**src/rtl/mont_untrans_if.sv**
```systemverilog
// mont_untrans_if: request/response bundle for the inverse Montgomery transform.
//   i_start    : request strobe (host -> block)
//   i_a_mont   : Montgomery-domain operand (host -> block)
//   i_n        : odd modulus (host -> block)
//   o_a        : normal-domain result (block -> host)
//   o_finished : one-cycle completion pulse (block -> host)
//   o_busy     : operation in progress (block -> host)
interface mont_untrans_if #(
  parameter int WIDTH = 256
);
  logic             i_start;
  logic [WIDTH-1:0] i_a_mont;
  logic [WIDTH-1:0] i_n;
  logic [WIDTH-1:0] o_a;
  logic             o_finished;
  logic             o_busy;

  modport master (
    output i_start, i_a_mont, i_n,
    input  o_a, o_finished, o_busy
  );

  modport slave (
    input  i_start, i_a_mont, i_n,
    output o_a, o_finished, o_busy
  );
endinterface

```
**src/rtl/mont_untrans.sv**
```systemverilog
// mont_untrans: inverse Montgomery transform, o_a = i_a_mont * 2^-WIDTH mod i_n.
// Bit-serial: WIDTH radix-2 reduction steps, one per cycle, then one
// conditional subtraction. Start accepted at E0 gives o_finished high in the
// cycle after edge E(WIDTH+1).
// Ports:
//   i_clk : rising-edge clock
//   i_rst : asynchronous active-high reset
//   bus   : mont_untrans_if.slave (start/operands in, result/finished/busy out)
module mont_untrans #(
  parameter int WIDTH = 256
) (
  input  logic          i_clk,
  input  logic          i_rst,
  mont_untrans_if.slave bus
);
  localparam int CW = $clog2(WIDTH) + 1;

  typedef enum logic [1:0] {S_IDLE, S_RUN, S_FIX, S_DONE} state_t;

  state_t           state_reg;
  logic [WIDTH-1:0] r_reg;
  logic [WIDTH-1:0] n_reg;
  logic [WIDTH-1:0] a_reg;
  logic             finished_reg;
  logic [CW-1:0]    cnt_reg;

  // Reduction step: add n when r is odd so the sum is even, then halve.
  // The sum is kept WIDTH+1 bits wide so the carry lands in r[WIDTH-1].
  logic [WIDTH:0] sum;
  logic [WIDTH:0] step_val;
  assign sum      = {1'b0, r_reg} + (r_reg[0] ? {1'b0, n_reg} : '0);
  assign step_val = sum >> 1;

  // Final correction: a borrow out of the widened subtraction means r < n.
  logic [WIDTH:0] diff;
  logic           r_ge_n;
  assign diff   = {1'b0, r_reg} - {1'b0, n_reg};
  assign r_ge_n = ~diff[WIDTH];

  logic last_step;
  assign last_step = (cnt_reg == CW'(WIDTH - 1));

  always_ff @(posedge i_clk or posedge i_rst) begin
    if (i_rst) begin
      state_reg    <= S_IDLE;
      r_reg        <= '0;
      n_reg        <= '0;
      a_reg        <= '0;
      finished_reg <= 1'b0;
      cnt_reg      <= '0;
    end else begin
      case (state_reg)
        S_IDLE: begin
          if (bus.i_start) begin
            r_reg     <= bus.i_a_mont;
            n_reg     <= bus.i_n;
            cnt_reg   <= '0;
            state_reg <= S_RUN;
          end
        end
        S_RUN: begin
          r_reg   <= step_val[WIDTH-1:0];
          cnt_reg <= cnt_reg + 1'b1;
          if (last_step) state_reg <= S_FIX;
        end
        S_FIX: begin
          a_reg        <= r_ge_n ? diff[WIDTH-1:0] : r_reg;
          finished_reg <= 1'b1;
          state_reg    <= S_DONE;
        end
        S_DONE: begin
          finished_reg <= 1'b0;
          state_reg    <= S_IDLE;
        end
        default: state_reg <= S_IDLE;
      endcase
    end
  end

  assign bus.o_a        = a_reg;
  assign bus.o_finished = finished_reg;
  assign bus.o_busy     = (state_reg != S_IDLE);
endmodule

```
**src/flat_wrapper.sv**
```systemverilog
// flat-port wrapper written by rule: the top's interface ports become plain ports
module mont_untrans_flat 
#(
  parameter int WIDTH = 256
)
  (i_clk, i_rst, bus_i_start, bus_i_a_mont, bus_i_n, bus_o_a, bus_o_finished, bus_o_busy);
  mont_untrans_if #(.WIDTH(WIDTH)) bus_i ();
  input  logic i_clk;
  input  logic i_rst;
  input wire logic [$bits(bus_i.i_start)-1:0] bus_i_start;
  input wire logic [$bits(bus_i.i_a_mont)-1:0] bus_i_a_mont;
  input wire logic [$bits(bus_i.i_n)-1:0] bus_i_n;
  output wire logic [$bits(bus_i.o_a)-1:0] bus_o_a;
  output wire logic [$bits(bus_i.o_finished)-1:0] bus_o_finished;
  output wire logic [$bits(bus_i.o_busy)-1:0] bus_o_busy;
  assign bus_i.i_start = bus_i_start;
  assign bus_i.i_a_mont = bus_i_a_mont;
  assign bus_i.i_n = bus_i_n;
  assign bus_o_a = bus_i.o_a;
  assign bus_o_finished = bus_i.o_finished;
  assign bus_o_busy = bus_i.o_busy;
  mont_untrans #(.WIDTH(WIDTH)) u_core (.i_clk(i_clk), .i_rst(i_rst), .bus(bus_i));
endmodule
```
**config.mk**
```make
export PLATFORM = sky130hd
export DESIGN_NAME = mont_untrans_flat
export DESIGN_NICKNAME = d
export VERILOG_FILES = /design/src/rtl/mont_untrans_if.sv /design/src/rtl/mont_untrans.sv /design/src/flat_wrapper.sv
export SDC_FILE = /design/constraint.sdc
export NUM_CORES = 2
export LEC_CHECK = 0
export CORE_ASPECT_RATIO = 1.25
export CORE_MARGIN = 2
export CORE_UTILIZATION = 27
export CTS_CLUSTER_SIZE = 16
export DETAILED_ROUTE_END_ITERATION = 12
export GPL_ROUTABILITY_DRIVEN = 0
export SLEW_MARGIN = 20
export SYNTH_ARGS = -nofsm -noshare
export SYNTH_HDL_FRONTEND = slang
export SYNTH_SLANG_ARGS = --single-unit
```
**constraint.sdc**
```tcl
create_clock -name i_clk -period 27.9 [get_ports i_clk]
set_clock_uncertainty 0.1 [all_clocks]
set_input_delay 5.58 -clock i_clk [delete_from_list [all_inputs] [get_ports i_clk]]
set_output_delay 5.58 -clock i_clk [all_outputs]
set_load 0.02 [all_outputs]
```
After elaboration in Yosys (flattened, before gate mapping)
Cells that the tools add are included.
{"block": "word_totals", "reg_bits": 780, "elab_cells": 32, "output_inout_bits": 258, "inputBits": 515}
{"block": "op_classes", "reduce_logical": 7, "add_sub_neg": 3, "mux": 10, "n_eq_ne": 6}
{"cell": "two-way mux 256 bit", "count": 3}
{"cell": "case mux 256 bit (2 select lines)", "count": 1}
{"cell": "adder 256 x 257 -> 257 bit", "count": 1}
{"cell": "subtractor 256 x 256 -> 257 bit", "count": 1}
{"cell": "case mux 9 bit (2 select lines)", "count": 1}
{"cell": "adder 9 x 1 -> 9 bit (second input constant)", "count": 1}
{"cell": "equality test 9 x 8 -> 1 bit (second input constant)", "count": 1}
{"cell": "two-way mux 9 bit", "count": 1}
{"cell": "case mux 2 bit (4 select lines)", "count": 1}
{"cell": "AND reduction 2 bit", "count": 3}
{"cell": "nonzero test 2 bit", "count": 3}
{"cell": "equality test 2 bit (second input constant)", "count": 2}
{"cell": "two-way mux 2 bit", "count": 2}
{"cell": "equality test 2 x 1 -> 1 bit (second input constant)", "count": 1}
{"cell": "logical NOT 2 bit", "count": 1}
{"cell": "inequality test 2 x 1 -> 1 bit (second input constant)", "count": 1}
{"cell": "inequality test 2 bit (second input constant)", "count": 1}
{"cell": "case mux 1 bit (2 select lines)", "count": 1}

Logic depth before layout (Yosys ltp)
{"block": "depth", "word_depth": 3, "ltp_mapped": 25}

Least setup slack after synthesis
OpenSTA, ideal clock, no wires.
{"block": "synth_timing", "path_type": "input to register", "from": "input bus_i_start", "to": "register u_core.n_reg[0]", "path_slack_ps": 20935, "required_time_ps": 27675, "n_path_buf": 2, "arrival_time_ps": 6741, "path_stages": 4, "path_cell_list": "nand2_1 > clkbuf_1 > clkbuf_1 > mux2_2"}
{"block": "synth_via", "elab_chain_len": 1}
{"element": "start: declaration", "line": "flat_wrapper.sv:10", "rtl": "input wire logic [$bits(bus_i.i_start)-1:0] bus_i_start;"}
{"element": "AND reduction 2 bit (no source line)"}
{"element": "end signal: assignment", "line": "mont_untrans.sv:56", "rtl": "n_reg <= bus.i_n;"}
{"element": "end: declaration", "line": "mont_untrans.sv:22", "rtl": "logic [WIDTH-1:0] n_reg;"}
Every way passes these cells.
A chain may end at the register's enable or synchronous reset.

==> results_dict.tcl <==
set metrics [dict create \
    status "finished clean" \
    number_of_setup_buffers_added_after_cts 0 \
    rsz0062_at_grt "no" \
    final-max-slew-violation-count 0 \
    drt_drc_violations_left 0 \
    timing.rr.start "u_core.r_reg[0]" \
    start_util_pct 27.1 \
    timing_worst_slew_pin_value_ns 1.18 \
    cts_root_buffer "clkbuf_16" \
    yosysUniqueCellTypes 99 \
    hold_path.class "flip-flop to flip-flop" \
    grt_pass1_vias 70443 \
    clockBufferDepth 3 \
    boundaryPins 773 \
    floorplan.core_area_mm2 0.261 \
    reg2reg_to "u_core.bus.o_a[189]" \
    max_freq_mhz 102 \
    drt_pre_antenna_iters 8 \
    die_x_um 462 \
    post_synth.cell_area_avg_um2 7.43 \
    cp_cell_sequence "clkdlybuf4s50_1 > inv_8 > buf_4 > buf_4 > buf_4 > buf_4 > buf_4" \
    tritoncts_clock_tree "built" \
    die_area_mm2 0.267 \
    overflow 0 \
    synth-seq-area-share_pct 27.5 \
    maximum_fanout_count_along_the_critical_path 107 \
    synth.area.top_cells "dfrtp_1 (28%), a21oi_1 (11%), ha_1 (9.1%), nor2_1 (7.3%), o21ai_0 (5.4%)" \
    gate_count_after_technology_mapping 9535 \
    cp_common_cell "buf_4" \
    post-synth-top-area-cell "dfrtp_1" \
    placement.cell_area_mm2 0.0818 \
    timing.reg2reg.worst_path_depth 24 \
    post-route-period-util_pct 35.1 \
    startpoint_types "input port" \
    reg2reg_setup_slack_ns 19.05 \
    detailed_place_hpwl_mm 270 \
    synthMostInstantiatedCell "a21oi_1" \
    setup-violations-final 0 \
    critPathBufInv 7 \
    yosys-top-cells-count "a21oi_1 (1559), nor2_1 (1385), nand2_1 (929)" \
    finalSetupTns_ns 0 \
    drt_first_iter_violations 8262 \
    slowest_delay_ns 0.76 \
    insertion_delay_of_the_later_clocked_pin_in_the_worst_skew_pair_ns 0.73 \
    area_delta_synth_final_pct 19.9 \
    number_of_antenna_violations_at_the_first_check_in_global_routing 33 \
    cts_htree_levels 3 \
    synth_top_area_share_pct 27.5 \
    timing.setup.critical_path_class "input port to asynchronous set/reset pin" \
    holdCritStartpoint "u_core.bus.o_finished" \
    grt_start_max_net_pins 168 \
    numPortBuffers 772 \
    via_count 74452 \
    min_delay_worst_endpoint "u_core.bus.o_finished" \
    critical-path-top-delay-family "buffers and inverters" \
    chipHeight_um 577 \
    grt_pass1_wl_mm 469 \
    syn_nets 10570 \
    hold-path-cell-count 2 \
    place.detailed.instances 13381 \
    stdcell_count 13564 \
    hold_violations 0 \
    finalInstanceArea_mm2 0.0850 \
    syn_area_mm2 0.0709 \
    drv_cap 0 \
    grtUsageTotal_pct 23.5 \
    filler_cells_inserted 28225 \
    num-nets-final 11013 \
    required_time_at_the_worst_slack_endpoint_ns 28.55 \
    slowest_stage "buf_4" \
    synth-edff-count 0 \
    cp_data_arrival_time_ns 10.45 \
    placement_rows 210 \
    ys.warnings.count 0 \
    path_clk_slew_ns 0.06 \
    hold_buffers 0 \
    cts_resized 0 \
    routed_length_per_placed_instance_um 24.2 \
    synth-seq-cells 780 \
    synth_flop_cell "dfrtp_1" \
    drive_above_1_share_pct 6.04 \
    route.final.wire_length_mm 328 \
    cp-end-kind "asynchronous set/reset pin" \
    antenna_left 0 \
    slew_headroom_pct 21.5 \
    clock_sinks 780 \
    shortest_clock_period_the_worst_path_allows_after_layout_ns 9.80 \
    detail_route.vias_per_cell 5.49 \
    tritoncts.num_buffers 93 \
    synth_async_sr_flop_share_pct 100 \
]
kinds of logic (layout without fill, tap and decap cells):
family                   count (synthesis)  in the layout  share of synthesized area [%]
flip-flops                             780            780                           27.5
XOR/XNOR                               492            492                           6.08
AND/OR/NAND/NOR                       3151           3151                           19.4
adder cells (fa/ha/maj)                520            520                           9.20
buffers and inverters                  972           1483                           5.19
other                                    0             20                              0
AO/OA/AOI/OAI                         3198           3198                           26.1
multiplexers                           422            422                           6.44
cell usage in the layout (no fill, tap or decap), drive strengths merged, types with 149 or more instances in the layout:
master	n
a21oi	1562
nor2	1385
nand2	930
o21ai	804
dfrtp	780
clkdlybuf4s50	772
ha	518
inv	476
xnor2	328
nand4	274
mux2	273
o21bai	180
xor2	164
a21o	153
mux2i	149
worst register-to-register path, cell delays in order (launching register included):
cell and delay, ns:
dfrtp_1 0.48, inv_8 0.35, ha_1 0.28, fa_1 0.19, nor2b_1 0.08, o211ai_1 0.57
a21oi_1 0.20, o21ai_1 0.57, nand3_1 0.14, o21bai_1 0.55, o311ai_1 0.17, buf_4 0.20
a21oi_1 0.65, o31ai_1 0.17, buf_4 0.20, a21boi_1 0.44, o21bai_1 0.13, buf_4 0.20
a31o_2 0.37, o22ai_4 0.17, buf_12 0.46, buf_4 0.59, buf_4 0.74, o21ai_0 0.38
mux2_2 0.33
final cells by class:
| cell class | instances | area (um^2) | area share [%] |
|---|---|---|---|
| repair buffers | 850 | 8350 | 9.83 |
| flip-flops and latches | 780 | 19500 | 23.0 |
| well taps | 3498 | 4380 | 5.15 |
| multi-input cells | 7783 | 47800 | 56.2 |
| clock inverters | 42 | 498 | 0.586 |
| inverters | 470 | 1790 | 2.10 |
| clock buffers | 121 | 2630 | 3.09 |
| diodes | 20 | 50.0 | 0.0589 |
routing by layer:
layer	part of all wire, %	track usage, %	routed length (um)	vias to the layer above
met5	0.023	0	77	-
met4	7.6	16.1	24800	12
met3	8.4	4.58	27500	831
met2	44	36.3	144000	3580
met1	40	29.6	132000	35206
li1	-	-	-	34823
stage by stage:
| step | setup slack [ns] | hold WS, ns | util [%] |
|---|---|---|---|
| floorplan | 0.322 | 0.373 | - |
| global placement | 17.16 | 0.370 | 31.3 |
| detailed placement | 17.11 | 0.379 | 31.3 |
| CTS | 17.88 | 0.393 | 32.5 |
| global route | 17.42 | 0.413 | 32.5 |
| finish | 18.10 | 0.392 | 32.5 |
worst max path at each step:
stage          depth (start not counted)   from             endpoint  slack, ns
6_report                               7  i_rst  u_core.bus.o_a[121]      18.10
5_1_grt                                7  i_rst  u_core.bus.o_a[124]      17.42
4_1_cts                                7  i_rst  u_core.bus.o_a[121]      17.88
3_5_place_dp                           7  i_rst  u_core.bus.o_a[157]      17.11
3_3_place_gp                           7  i_rst  u_core.bus.o_a[157]      17.16
2_1_floorplan                          1  i_rst    u_core.bus.o_a[0]       0.32
Power is left out: the tool's default activity adds up to more than one toggle a clock period on the data nets, which glitch-free logic cannot reach.
